<file path="config.mk">
export PLATFORM = sky130hd
export DESIGN_NAME = sram_access_arbiter
export DESIGN_NICKNAME = d
export VERILOG_FILES = /design/src/rtl/sram_arb_pkg.sv /design/src/rtl/sram_arb_port.sv /design/src/rtl/sram_access_arbiter.sv
export SDC_FILE = /design/constraint.sdc
export NUM_CORES = 1
export LEC_CHECK = 0
export ABC_CLOCK_PERIOD_IN_PS = 2200
export CAP_MARGIN = 10
export CORE_UTILIZATION = 45
export CTS_CLUSTER_DIAMETER = 30
export DETAILED_ROUTE_END_ITERATION = 12
export PLACE_DENSITY = 0.77
export SLEW_MARGIN = 20
export SYNTH_ARGS = -nofsm -noshare
export SYNTH_HDL_FRONTEND = slang
export SYNTH_HIERARCHICAL = 1
export SYNTH_SLANG_ARGS = --single-unit
</file>
<file path="constraint.sdc">
create_clock -name s_clk -period 2.2 [get_ports s_clk]
set_input_delay 0.55 -clock s_clk [delete_from_list [all_inputs] [get_ports s_clk]]
set_output_delay 0.55 -clock s_clk [all_outputs]
set_load 0.1 [all_outputs]
</file>
<file path="src/rtl/sram_arb_pkg.sv">
// Shared types and constants for the SRAM access arbiter.
//   arb_state_t   : arbiter FSM states
//   owner_t       : requester ids (CPU = 0, DBG = 1)
//   TIMEOUT_DEF   : default watchdog limit in WAIT cycles
//   TIMEOUT_RDATA : read data returned on a watchdog-forced completion
//   cnt_width()   : width of a counter that must hold 0..timeout
package sram_arb_pkg;

  typedef enum logic [1:0] {
    IDLE  = 2'd0,
    ISSUE = 2'd1,
    WAIT  = 2'd2
  } arb_state_t;

  typedef enum logic {
    CPU = 1'b0,
    DBG = 1'b1
  } owner_t;

  localparam int TIMEOUT_DEF = 255;

  // Wide enough for any DW up to 64; users slice the low DW bits.
  localparam logic [63:0] TIMEOUT_RDATA = '1;

  function automatic int cnt_width(input int timeout);
    return $clog2(timeout + 1);
  endfunction

endpackage

</file>
<file path="src/rtl/sram_arb_port.sv">
// One requester port of the SRAM access arbiter: captures a request pulse
// into a latch, holds busy until the arbiter reports completion, and
// registers the returned read data and the completion pulse.
//   s_clk, s_rst       : clock, synchronous active-high reset
//   wr_req, rd_req     : request pulses (write wins when both are high)
//   addr, wdata        : sampled when a request is accepted
//   done, done_rdata   : completion strobe and read data from the arbiter
//   busy               : request pending or in flight
//   lat_addr/wdata     : latched request for the arbiter mux
//   lat_is_read        : latched operation type
//   rdata, valid       : read data (held) and one-cycle completion pulse
module sram_arb_port #(
  parameter int AW = 16,
  parameter int DW = 16
) (
  input  logic          s_clk,
  input  logic          s_rst,
  input  logic          wr_req,
  input  logic          rd_req,
  input  logic [AW-1:0] addr,
  input  logic [DW-1:0] wdata,
  input  logic          done,
  input  logic [DW-1:0] done_rdata,
  output logic          busy,
  output logic [AW-1:0] lat_addr,
  output logic [DW-1:0] lat_wdata,
  output logic          lat_is_read,
  output logic [DW-1:0] rdata,
  output logic          valid
);

  logic accept;

  // A pulse arriving while busy is dropped without touching the latch.
  assign accept = (wr_req | rd_req) & ~busy;

  // NOTE: sequential state uses non-blocking assignments so every register
  // samples the pre-edge values of its neighbours.
  // NOTE: the request latch is a handful of flops, not a memory, so it is
  // reset along with the control bits to keep outputs deterministic.
  always_ff @(posedge s_clk) begin
    if (s_rst) begin
      busy        <= 1'b0;
      lat_addr    <= '0;
      lat_wdata   <= '0;
      lat_is_read <= 1'b0;
      rdata       <= '0;
      valid       <= 1'b0;
    end else begin
      valid <= done;
      // done only arrives while busy, and accept only while idle, so the
      // two branches never compete.
      if (done) begin
        busy <= 1'b0;
        if (lat_is_read) rdata <= done_rdata;
      end else if (accept) begin
        busy        <= 1'b1;
        lat_addr    <= addr;
        lat_wdata   <= wdata;
        lat_is_read <= ~wr_req;
      end
    end
  end

endmodule

</file>
<file path="src/rtl/sram_access_arbiter.sv">
// Shares the single SRAM controller port between the CPU bus (c_*) and the
// UART debug bridge (d_*). One operation runs at a time; the debug lock
// level blocks new CPU grants; a watchdog forces completion when the SRAM
// controller never answers.
//   s_clk, s_rst         : clock, synchronous active-high reset
//   c_* / d_*            : requester ports (request pulses, address, write
//                          data in; read data, valid pulse, busy out)
//   d_lock               : debug exclusive-access level (s_clk synchronous)
//   m_*                  : SRAM controller port
//   lock_active          : registered d_lock
//   m_timeout            : pulse on a watchdog-forced completion
module sram_access_arbiter
  import sram_arb_pkg::*;
#(
  parameter int AW      = 16,
  parameter int DW      = 16,
  parameter int TIMEOUT = TIMEOUT_DEF
) (
  input  logic          s_clk,
  input  logic          s_rst,
  input  logic          c_wr_req,
  input  logic          c_rd_req,
  input  logic [AW-1:0] c_addr,
  input  logic [DW-1:0] c_wdata,
  output logic [DW-1:0] c_rdata,
  output logic          c_valid,
  output logic          c_busy,
  input  logic          d_lock,
  input  logic          d_wr_req,
  input  logic          d_rd_req,
  input  logic [AW-1:0] d_addr,
  input  logic [DW-1:0] d_wdata,
  output logic [DW-1:0] d_rdata,
  output logic          d_valid,
  output logic          d_busy,
  output logic          m_wr_req,
  output logic          m_rd_req,
  output logic [AW-1:0] m_addr,
  output logic [DW-1:0] m_wdata,
  input  logic [DW-1:0] m_rdata,
  input  logic          m_valid,
  output logic          lock_active,
  output logic          m_timeout
);

  localparam int CW = cnt_width(TIMEOUT);

  arb_state_t    state_q, state_d;
  owner_t        owner_q, last_grant_q, grant;
  logic [CW-1:0] wd_cnt_q;

  logic [AW-1:0] c_lat_addr,  d_lat_addr,  sel_addr;
  logic [DW-1:0] c_lat_wdata, d_lat_wdata, sel_wdata;
  logic          c_lat_is_read, d_lat_is_read, sel_is_read;

  logic          cpu_elig, dbg_elig, any_elig, wd_expire;
  logic          issue, done, forced, c_done, d_done;
  logic [DW-1:0] done_rdata;

  sram_arb_port #(.AW(AW), .DW(DW)) u_cpu_port (
    .s_clk       (s_clk),
    .s_rst       (s_rst),
    .wr_req      (c_wr_req),
    .rd_req      (c_rd_req),
    .addr        (c_addr),
    .wdata       (c_wdata),
    .done        (c_done),
    .done_rdata  (done_rdata),
    .busy        (c_busy),
    .lat_addr    (c_lat_addr),
    .lat_wdata   (c_lat_wdata),
    .lat_is_read (c_lat_is_read),
    .rdata       (c_rdata),
    .valid       (c_valid)
  );

  sram_arb_port #(.AW(AW), .DW(DW)) u_dbg_port (
    .s_clk       (s_clk),
    .s_rst       (s_rst),
    .wr_req      (d_wr_req),
    .rd_req      (d_rd_req),
    .addr        (d_addr),
    .wdata       (d_wdata),
    .done        (d_done),
    .done_rdata  (done_rdata),
    .busy        (d_busy),
    .lat_addr    (d_lat_addr),
    .lat_wdata   (d_lat_wdata),
    .lat_is_read (d_lat_is_read),
    .rdata       (d_rdata),
    .valid       (d_valid)
  );

  // Eligibility and round-robin choice. The lock only gates new CPU grants;
  // an op already in flight is never aborted.
  assign cpu_elig  = c_busy & ~lock_active;
  assign dbg_elig  = d_busy;
  assign any_elig  = cpu_elig | dbg_elig;
  assign grant     = (dbg_elig && (!cpu_elig || last_grant_q == CPU)) ? DBG : CPU;
  assign wd_expire = (wd_cnt_q == CW'(TIMEOUT - 1));

  assign sel_addr    = (grant == DBG) ? d_lat_addr    : c_lat_addr;
  assign sel_wdata   = (grant == DBG) ? d_lat_wdata   : c_lat_wdata;
  assign sel_is_read = (grant == DBG) ? d_lat_is_read : c_lat_is_read;

  // State register.
  always_ff @(posedge s_clk) begin
    if (s_rst) state_q <= IDLE;
    else       state_q <= state_d;
  end

  // Next-state logic.
  // NOTE: every always_comb output gets a default first, so no path through
  // the block can leave it unassigned and infer a latch.
  always_comb begin
    state_d = state_q;
    unique case (state_q)
      IDLE:    if (any_elig) state_d = ISSUE;
      ISSUE:   state_d = WAIT;
      WAIT:    if (m_valid || wd_expire) state_d = IDLE;
      default: state_d = IDLE;
    endcase
  end

  // Output decode. m_valid outside WAIT is a stray and is ignored here.
  always_comb begin
    issue  = (state_q == IDLE) && any_elig;
    done   = (state_q == WAIT) && (m_valid || wd_expire);
    forced = (state_q == WAIT) && !m_valid && wd_expire;
    c_done = done && (owner_q == CPU);
    d_done = done && (owner_q == DBG);
    done_rdata = forced ? TIMEOUT_RDATA[DW-1:0] : m_rdata;
  end

  // Datapath, SRAM request pulses, watchdog and lock register.
  always_ff @(posedge s_clk) begin
    if (s_rst) begin
      last_grant_q <= DBG;
      owner_q      <= CPU;
      m_wr_req     <= 1'b0;
      m_rd_req     <= 1'b0;
      m_addr       <= '0;
      m_wdata      <= '0;
      wd_cnt_q     <= '0;
      m_timeout    <= 1'b0;
      lock_active  <= 1'b0;
    end else begin
      lock_active <= d_lock;
      m_timeout   <= forced;
      // Request pulses rise on grant and fall after the single ISSUE cycle.
      m_wr_req    <= issue & ~sel_is_read;
      m_rd_req    <= issue &  sel_is_read;
      if (issue) begin
        last_grant_q <= grant;
        owner_q      <= grant;
        m_addr       <= sel_addr;
        m_wdata      <= sel_wdata;
      end
      if (state_q == ISSUE)              wd_cnt_q <= '0;
      else if (state_q == WAIT && !done) wd_cnt_q <= wd_cnt_q + CW'(1);
    end
  end

endmodule

</file>
# Yosys cells after proc, flatten, opt, wreduce, memory -nomap -nowiden
# Cells that the tools add are included.
# W data, S select, Z words.
# classes
reduce_logical,22
mul,0
n_div,0
magnitude_cmp,0
n_bitwise,18
n_mux,8
addsub,1
n_eq_ne,5
shift,0
# op_table
cell,n
$mux W16,3
$not A1 Y1,10
$reduce_and A2 Y1,5
$add A8 B1 Y8 const B,1
$eq A8 B8 Y1 const B,1
$logic_and A1 B1 Y1,8
$pmux W2 S3,1
$reduce_or A2 Y1,3
$and A1 B1 Y1,5
$mux W2,2
$ne A2 B2 Y1 const B,2
$logic_not A1 Y1,3
$or A1 B1 Y1,3
$eq A2 B1 Y1 const B,1
$eq A2 B2 Y1 const B,1
$logic_not A2 Y1,1
$logic_or A1 B1 Y1,2
$mux W1,2
# totals
memories,0
rom_bits,0
latchBits,0
mem_bits_rw,0
word_cells,76
register_bits,150
in_bits,88

# Longest topological paths before layout
# Gate-level depths: netlist of run 1.
# logic_depth
word_depth,9
ltp_mapped,11
ltp_nobuf,9

# Cells and area by module
# The synthesis of run 1 kept the hierarchy.
# modules_own_cells
module,seq_area_each_um2,n_inst,cells_per_inst,area_per_inst_um2
sram_arb_port,1021.0,2,220,2124.5
sram_access_arbiter,960.9,1,278,2232.1

# Worst setup path before layout of run 1
# Ideal clock, no wire load.
# synth_path
path_kind,register -> register
startpoint,reg wd_cnt_q[1]
endpoint,reg u_dbg_port.lat_addr[0]
setup_slack_ns,0.017
stages_incl_launch_ff,11
required_ns,2.082
arrival_ns,2.065
synth_period_minus_slack_ns,2.183
path_cell_list,dfxtp_1 ha_1 and3_1 a21oi_1 or3b_1 nor2_1 nor2_2 o21a_1 buf_6 buf_12 mux2i_1
# synth_between
elab_chain_cells,6
# synth_lines
element,line_no,source
from (decl),sram_access_arbiter.sv:50,logic [CW-1:0] wd_cnt_q;
from (signal assigned),sram_access_arbiter.sv:160,else if (state_q == WAIT && !done) wd_cnt_q <= wd_cnt_q + CW'(1);
$eq A8 B8 Y1,sram_access_arbiter.sv:100,assign wd_expire = (wd_cnt_q == CW'(TIMEOUT - 1));
$logic_or A1 B1 Y1,sram_access_arbiter.sv:128,done = (state_q == WAIT) && (m_valid || wd_expire);
$logic_and A1 B1 Y1,sram_access_arbiter.sv:128,
$logic_and A1 B1 Y1,sram_access_arbiter.sv:131,d_done = done && (owner_q == DBG);
named net d_done,sram_access_arbiter.sv:57,"logic issue, done, forced, c_done, d_done;"
$not A1 Y1 (no line),n/a,
$reduce_and A2 Y1 (no line),n/a,
to (signal assigned),sram_arb_port.sv:58,lat_addr <= addr;
to (decl),sram_arb_port.sv:25,"output logic [AW-1:0] lat_addr,"
# The timed path passes the listed nets, and every way through them passes these cells.
# A chain may end at the register's enable or synchronous reset.

# Worst setup path after layout of run 1
# layout_path
startpoint,reg wd_cnt_q[0]
endpoint,reg u_cpu_port.lat_wdata[13]
# layout_between
elab_chain_cells,6
# layout_lines
element,line_no,source
$eq A8 B8 Y1,sram_access_arbiter.sv:100,
$logic_or A1 B1 Y1,sram_access_arbiter.sv:128,
$logic_and A1 B1 Y1,sram_access_arbiter.sv:128,
$logic_and A1 B1 Y1,sram_access_arbiter.sv:130,c_done = done && (owner_q == CPU);
named net c_done,sram_access_arbiter.sv:57,
$not A1 Y1 (no line),n/a,
$reduce_and A2 Y1 (no line),n/a,
to (signal assigned),sram_arb_port.sv:59,lat_wdata <= wdata;
to (decl),sram_arb_port.sv:26,"output logic [DW-1:0] lat_wdata,"
# The timed path passes the listed nets, and every way through them passes these cells.

==> qor.csv, run 1 <==
stage,metric,value,unit
finish,drive_gt1_frac,0.169,
worst_hold_path,min_path_type,reg -> reg,
cts,cts_sinks,150,
synth,synth_top_cells_by_count,"150 x dfxtp_1, 130 x nand2b_1, 102 x nand2_1",
grt,antenna_found_initial,0,
floorplan,start_util,0.463,
placement,port_buffers,159,
finish,area_growth,34.6,%
timing,maxSlewViolCount,0,
setup_path,crit_chain,inv_1 -> ha_1 -> and3_1 -> a21oi_1 -> or3b_1 -> nor2_2 -> nor2_2 -> o21a_2 -> buf_12 -> mux2i_1,
setup_path,criticalPathCategory,reg -> reg,
timing,clock_skew,0.00902,ns
setup_path,slowest_stage,or3b_1,
synth,ys_warn_count,6,
placement,post_dp_cell_area,0.00810,mm²
synth,yosysSeqAreaShare,0.463,
synth,synthCells,718,
setup_path,critPathCaptureType,flip-flop,
setup_path,cpPeakStageDelay,0.41,ns
timing,whs,0.453,ns
drt,dr.pass1.iters,4,
setup_path,crit_top_cell,nor2_2,
synth,syn_nets,808,
synth,synth_ff_type,dfxtp_1,
grt,grt_max_degree,80,
cts,cts_hold_buf,0,
synth,ys_seq_elements,150,
drt,wl_per_cell,14.3,µm
cts,htreeDepth,4,
cts,cts_tree,yes,
synth,synth_top_cell_by_area,dfxtp_1,
floorplan,die_w,122,µm
synth,synth-edff-count,0,
power_and_ir_drop,powerDensity,885,mW/mm²
timing,fin_crit,2.07,ns
timing,setup_tns,0,ns
floorplan,core,0.0140,mm²
finish,design_area,0.00872,mm²
floorplan,fp.dieH,122,µm
finish,antenna_cells,0,
synth,synth_cell_types,40,
placement,dpl.hpwl,9920,µm
setup_path,crit_path_start_kind,flip-flop,
finish,nFillCells,1237,
timing,slew_headroom,0.249,
drt,viasPerCell,4.99,
synth,synth.most_common_cell,dfxtp_1,
run,max-cap-violations,0,
drt,detail-route-antenna-nets,0,
worst_hold_path,min_delay_path_depth,2,
synth,ys_top_cells_by_area,"dfxtp_1 46%, nand2b_1 13%, mux2i_1 10%",
setup_path,cp.arrival,2.37,ns
drt,wl,15200,µm
cts,clk_pin_slew,0.06,ns
floorplan,dieArea,0.0149,mm²
synth,synth.cell_area,0.00648,mm²
run_status,outcome,"finished, final reports clean",
drt,drc,0,
cts,clock_latency,0.42,ns
timing,period_share,0.942,
timing,final_hold_viol_count,0,
cts,root_buffer,clkbuf_16,
floorplan,io_pins,160,
synth,async_flop_share,0,
timing,rsz0062_at_grt,no,
synth,synth.avg_cell_area,9.03,µm²
grt,grt_pass1_wl,24600,µm
setup_path,required,2.50,ns
placement,gp_congestion,0.798,
cts,cts-buffers-inserted,17,
finish,nets,962,
finish,multi_input_area,0.00312,mm²
drt,initialDrtViolationCount,372,
finish,ff_latch_area,0.00300,mm²
power_and_ir_drop,p_leak,0.00348,µW
timing,worst_pin_slew,1.12,ns
setup_path,reg2regPathDepth,10,
synth,synth_top_area_frac,0.463,
grt,grt_pass1_vias,5004,
drt,vias,5304,
setup_path,crit_fanout,32,
grt,grt.total_usage,0.214,
power_and_ir_drop,irDropWorstVdd,0.558,mV
cts,cts_buffer_depth,2,
timing,finalSetupViolations,0,
timing,max_freq,482,MHz
cts,post-cts-setup-buffer-count,0,
grt,grt-ovfl-total,0,
floorplan,rows,43,
cts,cts_resized,0,
==> power breakdown <==
group          internal, µW  switching, µW  leakage [µW]
Clock                  1960           1080      0.000307
Combinational           553           1100       0.00194
Sequential             2910            113       0.00123
==> flip-flops by register name, indices dropped and copies added (netlist names), 2 cells and up <==
| register | count |
|---|---|
| u_dbg_port/lat_addr | 16 |
| m_wdata | 16 |
| u_dbg_port/lat_wdata | 16 |
| u_cpu_port/rdata | 16 |
| u_dbg_port/rdata | 16 |
| m_addr | 16 |
| u_cpu_port/lat_wdata | 16 |
| state_q | 2 |
| u_cpu_port/lat_addr | 16 |
| wd_cnt_q | 8 |
==> cell type report <==
type                    instances  area share
repair buffers                187       0.200
clock buffers                  20      0.0535
multi-input cells             514       0.358
clock inverters                10      0.0175
flip-flops and latches        150       0.344
inverters                       2    0.000861
well taps                     180      0.0258
==> cells by family (layout without fill, tap and decap cells) <==
family                     count (synthesis)  after routing  share of synthesized area
AOI/OAI and AO/OA                        116            116                      0.109
xor gates and xnor gates                   4              4                    0.00541
adders and majority gates                  2              2                    0.00386
buffers and inverters                     54            219                     0.0571
DFF                                      150            150                      0.463
muxes                                     65             65                      0.100
and+or+nand+nor                          327            327                      0.261
==> per-stage QoR <==
step | std cells | setup slack, ns | utilization | total power [µW]
2_1_floorplan | 718 | 0.0171 | - | 4270
3_3_place_gp | 1033 | -0.160 | 0.579 | 4720
3_5_place_dp | 1033 | -0.196 | 0.579 | 4730
4_1_cts | 1063 | 0.0957 | 0.623 | 7780
5_1_grt | 1063 | 0.000759 | 0.624 | 8030
6_report | 1063 | 0.127 | 0.624 | 7720
==> cell usage in the layout, fill, tap and decap left out, drive strengths merged, types with 3 or more instances in the layout <==
cell type	instances
clkdlybuf4s50	86
bufinv	4
a211oi	38
buf	101
dfxtp	150
nand2b	130
or2	16
mux2i	65
nor2b	4
nor3	10
a21oi	71
and2	4
o21a	3
nor2	45
xnor2	3
nand2	102
clkbuf	20
clkinv	5
nand3	5
==> final timing paths <==
path	from	end	slack (ns)
worst max-delay path	wd_cnt_q[0]$_SDFFE_PP0P_	u_cpu_port/lat_wdata[13]$_SDFFE_PP0P_	0.13
worst min-delay path	u_cpu_port/rdata[6]$_SDFFE_PP0P_	u_cpu_port/rdata[6]$_SDFFE_PP0P_	0.45
worst max register to register	wd_cnt_q[0]$_SDFFE_PP0P_	u_cpu_port/lat_wdata[13]$_SDFFE_PP0P_	0.13
worst min register to register	u_cpu_port/rdata[6]$_SDFFE_PP0P_	u_cpu_port/rdata[6]$_SDFFE_PP0P_	0.45
==> layer usage <==
| metal | up-vias | share of wire | GRT usage |
|---|---|---|---|
| met3 | 15 | 0.067 | 0.0566 |
| met1 | 2423 | 0.48 | 0.288 |
| met5 | - | 0 | 0 |
| met2 | 167 | 0.44 | 0.328 |
| li1 | 2699 | - | - |
| met4 | 0 | 0.012 | 0.0718 |
==> critical path: cells and delay by family (launching register included) <==
family | cells | cell delay, ns
flip-flops | 1 | 0.31
AO/OA/AOI/OAI | 2 | 0.20
adder cells (fa/ha/maj) | 1 | 0.19
multiplexers | 1 | 0.15
buffers and inverters | 2 | 0.25
AND/OR/NAND/NOR | 4 | 0.84
(Power assumes the default switching activity.)
==> run 2, diff against run 1 <==
--- a/config.mk
+++ b/config.mk
@@ -7,12 +7,11 @@
 export LEC_CHECK = 0
 export ABC_CLOCK_PERIOD_IN_PS = 2200
 export CAP_MARGIN = 10
-export CORE_UTILIZATION = 45
+export CORE_UTILIZATION = 44
 export CTS_CLUSTER_DIAMETER = 30
 export DETAILED_ROUTE_END_ITERATION = 12
 export PLACE_DENSITY = 0.77
 export SLEW_MARGIN = 20
 export SYNTH_ARGS = -nofsm -noshare
 export SYNTH_HDL_FRONTEND = slang
-export SYNTH_HIERARCHICAL = 1
 export SYNTH_SLANG_ARGS = --single-unit
==> qor.csv, run 2 <==
stage,metric,value,unit,change
run_status,outcome,"finished, final reports clean",,unchanged
synth,synth_top_cell_by_area,dfxtp_1,,unchanged
synth,synth_top_area_frac,0.501,,was 0.463
placement,pre_cts_slack,-0.0828,ns,was -0.196 ns
run,max-cap-violations,0,,unchanged
cts,cts_tree,yes,,unchanged
finish,nFillCells,1107,,"was 1,237"
finish,final_cell_mix,"150 x dfxtp_1, 133 x nand2_1, 97 x mux2i_1",,"was 150 x dfxtp_1, 130 x nand2b_1, 102 x nand2_1"
synth,ys_seq_elements,150,,unchanged
drt,wl,14200,µm,"was 15,200 µm"
power_and_ir_drop,irDropWorstVdd,0.562,mV,was 0.558 mV
synth,synth_top_cells_by_count,"150 x dfxtp_1, 134 x nand2_1, 97 x mux2i_1",,"was 150 x dfxtp_1, 130 x nand2b_1, 102 x nand2_1"
grt,grt-ovfl-total,0,,unchanged
finish,finalNonFillerCells,935,,"was 1,063"
cts,post-cts-setup-buffer-count,0,,unchanged
setup_path,path_buf_inv,1,,was 2
synth,async_flop_share,0,,unchanged
grt,grt_pass1_wl,23500,µm,"was 24,600 µm"
floorplan,start_util,0.453,,was 0.463
floorplan,fp.dieH,119,µm,was 122 µm
synth,yosysSeqAreaShare,0.501,,was 0.463
timing,finalSetupViolations,0,,unchanged
setup_path,cpPeakStageDelay,0.64,ns,was 0.41 ns
finish,area_growth,37.0,%,was 34.6%
power_and_ir_drop,p_leak,0.00355,µW,was 0.00348 µW
synth,synth.most_common_cell,dfxtp_1,,unchanged
synth,synthCells,598,,was 718
placement,post_dp_cell_area,0.00759,mm²,was 0.00810 mm²
timing,slew_headroom,0.561,,was 0.249
cts,cts-buffers-inserted,17,,unchanged
grt,grt_max_degree,78,,was 80
cts,clk_pin_slew,0.06,ns,about the same
cts,cts_sinks,150,,unchanged
grt,antenna_found_initial,0,,unchanged
power_and_ir_drop,powerDensity,926,mW/mm²,was 885 mW/mm²
setup_path,crit_fanout,16,,was 32
synth,ys_warn_count,0,,was 6
setup_path,critPathCaptureType,flip-flop,,unchanged
cts,cts_buffer_depth,2,,unchanged
floorplan,die_w,119,µm,was 122 µm
cts,root_buffer,clkbuf_16,,unchanged
floorplan,dieArea,0.0141,mm²,was 0.0149 mm²
setup_path,crit_chain,inv_1 -> ha_1 -> nand3_2 -> o21bai_4 -> and3_1 -> o221a_2,,was inv_1 -> ha_1 -> and3_1 -> a21oi_1 -> or3b_1 -> nor2_2 -> nor2_2 -> o21a_2 -> buf_12 -> mux2i_1
cts,cts_hold_buf,0,,unchanged
timing,worst_pin_slew,0.658,ns,was 1.12 ns
drt,detail-route-antenna-nets,0,,unchanged
timing,period_share,0.911,,was 0.942
timing,max_freq,499,MHz,was 482 MHz
finish,antenna_cells,0,,unchanged
synth,synth_ff_type,dfxtp_1,,unchanged
timing,fin_crit,2.00,ns,was 2.07 ns
synth,synth.avg_cell_area,10.0,µm²,was 9.03 µm²
finish,nets,837,,was 962
cts,htreeDepth,4,,unchanged
setup_path,crit_path_start_kind,flip-flop,,unchanged
synth,synth.cell_area,0.00599,mm²,was 0.00648 mm²
worst_hold_path,min_path_type,reg -> reg,,unchanged
timing,clock_skew,0.00574,ns,was 0.00902 ns
timing,rsz0062_at_grt,no,,unchanged
synth,synth-edff-count,0,,unchanged
timing,maxSlewViolCount,0,,unchanged
cts,cts_resized,0,,unchanged
setup_path,criticalPathCategory,reg -> reg,,unchanged
synth,synth_cell_types,37,,was 40
synth,syn_nets,688,,was 808
synth,ys_top_cells_by_area,"dfxtp_1 50%, mux2i_1 16%, nand2_1 8.4%",,"was dfxtp_1 46%, nand2b_1 13%, mux2i_1 10%"
placement,port_buffers,159,,unchanged
floorplan,rows,42,,was 43
placement,place_inst,904,,"was 1,033"
grt,grt.total_usage,0.211,,was 0.214
setup_path,slowest_stage,and3_1,,was or3b_1
power_and_ir_drop,total_power,7600,µW,was 7720 µW
setup_path,cp_top_family,simple AND/OR/NAND/NOR gates,,unchanged
placement,dpl.hpwl,9890,µm,was 9920 µm
drt,dr.pass1.iters,6,,was 4
drt,drc,0,,unchanged
placement,gp_congestion,0.827,,was 0.798
drt,vias,4893,,"was 5,304"
cts,clock_latency,0.42,ns,about the same
drt,viasPerCell,5.23,,was 4.99
finish,mostFrequentLayoutCell,dfxtp_1,,unchanged
drt,wl_per_cell,15.2,µm,was 14.3 µm
floorplan,core,0.0132,mm²,was 0.0140 mm²
setup_path,required,2.56,ns,was 2.50 ns
finish,design_area,0.00821,mm²,was 0.00872 mm²
setup_path,cp.arrival,2.36,ns,was 2.37 ns
finish,drive_gt1_frac,0.213,,was 0.169
floorplan,io_pins,160,,unchanged
timing,final_hold_viol_count,0,,unchanged
timing,setup_slack,0.196,ns,was 0.127 ns
drt,initialDrtViolationCount,293,,was 372
grt,grt_pass1_vias,4847,,"was 5,004"
## run 2: cell type report
class	instances	area [µm²]	area share
sequential	150	3000	0.366
multi-input combinational	399	2710	0.329
timing repair buffer	176	1650	0.201
clock buffer	23	498	0.0606
tap	176	220	0.0268
clock inverter	8	120	0.0146
inverter	3	13.8	0.00168
## run 2: power breakdown
part / total (µW) / internal (µW) / switching, µW
Sequential: 3030 / 2910 / 115
Combinational: 1580 / 515 / 1070
Clock: 3000 / 1920 / 1070
Total: 7600 / 5350 / 2250
## run 2: per-stage QoR
step                hold WS [ns]  utilization  setup TNS [ns]
floorplan                  0.434            -               0
finish                     0.457        0.620               0
global placement           0.442        0.573           -1.17
CTS                        0.461        0.620               0
detailed placement         0.448        0.573           -3.14
global route               0.471        0.620               0
## run 2: worst paths after layout
| path | start | to | slack, ns | depth (start not counted) |
|---|---|---|---|---|
| setup / recovery | wd_cnt_q[0]$_SDFFE_PP0P_ | u_cpu_port.rdata[4]$_SDFFE_PP0P_ | 0.20 | 6 |
| hold / removal | u_cpu_port.lat_addr[3]$_SDFFE_PP0P_ | u_cpu_port.lat_addr[3]$_SDFFE_PP0P_ | 0.46 | 2 |
| setup reg to reg | wd_cnt_q[0]$_SDFFE_PP0P_ | u_cpu_port.rdata[4]$_SDFFE_PP0P_ | 0.20 | 6 |
| hold reg to reg | u_cpu_port.lat_addr[3]$_SDFFE_PP0P_ | u_cpu_port.lat_addr[3]$_SDFFE_PP0P_ | 0.46 | 2 |
## run 2: layer usage
metal,global-route usage,wire (µm),vias to the layer above
met3,0.0594,1120,23
met2,0.332,6490,187
met1,0.271,6380,2281
met5,0,0,-
li1,-,-,2402
met4,0.0870,251,0
## run 2: logic make-up (layout without fill, tap and decap cells)
family          Yosys count  in the layout  synth area share
compound gates          114            114             0.142
buf+inv                  49            210            0.0482
simple gates            179            179             0.130
flops                   150            150             0.501
fa+ha+maj                 2              2           0.00417
mux                      99             99             0.167
xor+xnor                  5              5           0.00731
## run 2: worst reg2reg max path, cell delays in order (launching register included)
cell and delay (ns):
dfxtp_1 0.35, inv_1 0.07, ha_1 0.17, nand3_2 0.13, o21bai_4 0.28, and3_1 0.64
o221a_2 0.30
==> run 3, diff against run 2 <==
--- a/config.mk
+++ b/config.mk
@@ -8,10 +8,9 @@
 export ABC_CLOCK_PERIOD_IN_PS = 2200
 export CAP_MARGIN = 10
 export CORE_UTILIZATION = 44
-export CTS_CLUSTER_DIAMETER = 30
 export DETAILED_ROUTE_END_ITERATION = 12
 export PLACE_DENSITY = 0.77
-export SLEW_MARGIN = 20
+export RECOVER_POWER = 25
 export SYNTH_ARGS = -nofsm -noshare
 export SYNTH_HDL_FRONTEND = slang
 export SYNTH_SLANG_ARGS = --single-unit
==> qor.csv, run 3 (synthesis results as in run 2) <==
stage,metric,value,unit,change
power_and_ir_drop,switchingPower,2260,µW,was 2250 µW
cts,cts-buffers-inserted,17,,unchanged
floorplan,io_pins,160,,unchanged
grt,antenna_found_initial,0,,unchanged
finish,finalNonFillerCells,935,,unchanged
power_and_ir_drop,irDropWorstVdd,0.564,mV,was 0.562 mV
power_and_ir_drop,powerDensity,933,mW/mm²,was 926 mW/mm²
timing,worst_pin_slew,0.692,ns,was 0.658 ns
cts,cts_resized,0,,unchanged
setup_path,required,2.56,ns,about the same
floorplan,core,0.0132,mm²,unchanged
setup_path,reg2regPathDepth,6,,unchanged
finish,nets,837,,unchanged
timing,clock_skew,0.00610,ns,was 0.00574 ns
drt,wl_per_cell,15.3,µm,was 15.2 µm
placement,place_inst,904,,unchanged
power_and_ir_drop,comb_power_share,0.205,,was 0.208
timing,period_share,0.919,,was 0.911
timing,fin_crit,2.02,ns,was 2.00 ns
floorplan,dieArea,0.0141,mm²,unchanged
power_and_ir_drop,swShare,0.298,,was 0.296
finish,drive_gt1_frac,0.209,,was 0.213
timing,setup_tns,0,ns,unchanged
worst_hold_path,min_delay_path_depth,2,,unchanged
cts,clock_latency,0.42,ns,about the same
timing,final_hold_viol_count,0,,unchanged
setup_path,cp.arrival,2.38,ns,was 2.36 ns
cts,post-cts-setup-buffer-count,0,,unchanged
worst_hold_path,min_path_type,reg -> reg,,unchanged
drt,drc,0,,unchanged
grt,grt.total_usage,0.211,,unchanged
cts,root_buffer,clkbuf_16,,unchanged
drt,vias,4912,,"was 4,893"
drt,initialDrtViolationCount,306,,was 293
placement,gp_congestion,0.827,,unchanged
setup_path,crit_path_start_kind,flip-flop,,unchanged
drt,detail-route-antenna-nets,0,,unchanged
cts,cts_buffer_depth,2,,unchanged
power_and_ir_drop,total_power,7580,µW,was 7600 µW
timing,max_freq,495,MHz,was 499 MHz
timing,slew_headroom,0.539,,was 0.561
timing,maxSlewViolCount,0,,unchanged
placement,pre_cts_slack,-0.0828,ns,unchanged
worst_hold_path,hp-start,u_cpu_port.lat_addr[3]$_SDFFE_PP0P_,,unchanged
timing,rsz0062_at_grt,no,,unchanged
cts,cts_sinks,150,,unchanged
finish,mostFrequentLayoutCell,dfxtp_1,,unchanged
grt,grt_pass1_vias,4847,,unchanged
floorplan,fp.dieH,119,µm,unchanged
drt,dr.pass1.iters,4,,was 6
setup_path,reg2reg_setup_slack,0.18,ns,was 0.20 ns
power_and_ir_drop,seq_power_share,0.399,,was 0.398
grt,grt_max_degree,78,,unchanged
setup_path,crit_fanout,16,,unchanged
finish,antenna_cells,0,,unchanged
finish,area_growth,35.5,%,was 37.0%
timing,setup_slack,0.179,ns,was 0.196 ns
setup_path,critPathCaptureType,flip-flop,,unchanged
cts,cts_hold_buf,0,,unchanged
finish,final_cell_mix,"150 x dfxtp_1, 134 x nand2_1, 97 x mux2i_1",,"was 150 x dfxtp_1, 133 x nand2_1, 97 x mux2i_1"
power_and_ir_drop,p_clk_frac,0.396,,was 0.394
drt,viasPerCell,5.25,,was 5.23
power_and_ir_drop,p_leak,0.00352,µW,was 0.00355 µW
timing,finalSetupViolations,0,,unchanged
setup_path,startpoint,wd_cnt_q[0]$_SDFFE_PP0P_,,unchanged
finish,nFillCells,1128,,"was 1,107"
cts,cts_tree,yes,,unchanged
setup_path,criticalPathCategory,reg -> reg,,unchanged
placement,port_buffers,159,,unchanged
placement,dpl.hpwl,9890,µm,unchanged
floorplan,rows,42,,unchanged
grt,grt_pass1_wl,23500,µm,unchanged
power_and_ir_drop,p_int,5320,µW,was 5350 µW
grt,grt-ovfl-total,0,,unchanged
run_status,outcome,"finished, final reports clean",,unchanged
setup_path,r2r_start,wd_cnt_q[0]$_SDFFE_PP0P_,,unchanged
cts,htreeDepth,4,,unchanged
drt,wl,14300,µm,"was 14,200 µm"
finish,final_util,0.613,,was 0.620
run,max-cap-violations,0,,unchanged
floorplan,die_w,119,µm,unchanged
cts,clk_pin_slew,0.06,ns,about the same
floorplan,start_util,0.453,,unchanged
run 3: cell count changes in the layout (fill, tap and decap cells not counted), sizes merged:
cell and delta:
clkbuf +28, dlygate4sd3 +1, clkdlybuf4s50 -1, buf -28
run 3: critical path, cell delays in order, from the launching register on:
cell and delay, ns:
dfxtp_1 0.35, inv_1 0.07, ha_1 0.18, nand3_2 0.13, o21bai_4 0.28, and3_1 0.65, o221a_2 0.30
run 3: metrics by stage:
step	instance area, µm²	hold slack (ns)
after floorplan	5990	0.434
after global placement	7590	0.442
after detailed placement	7590	0.448
after CTS	8210	0.461
after global routing	8120	0.471
final	8120	0.458
run 3: worst paths after layout:
path | to
max reg2reg | u_cpu_port.rdata[4]$_SDFFE_PP0P_
min reg2reg | u_cpu_port.lat_addr[3]$_SDFFE_PP0P_
min | u_cpu_port.lat_addr[3]$_SDFFE_PP0P_
max | u_cpu_port.rdata[4]$_SDFFE_PP0P_
run 3: final cells by class:
class                      instances  area [µm²]  share of cell area
sequential                       150        3000               0.370
multi-input combinational        399        2700               0.332
clock inverter                     8         120              0.0148
clock buffer                      23         498              0.0613
tap                              176         220              0.0271
inverter                           3        13.8             0.00169
timing repair buffer             176        1570               0.193
run 3: metal layers:
layer	global-route usage	share of wire
met1	0.271	0.46
met2	0.332	0.45
met3	0.0594	0.065
met4	0.0870	0.017
met5	0	0
run 3: power groups by stage:
stage               clock [µW]  sequential [µW]  combinational, µW
floorplan                    0             3690                506
global placement             0             3080               1560
detailed placement           0             3080               1580
CTS                       3050             3030               1590
global route              3170             3050               1630
finish                    3000             3030               1550
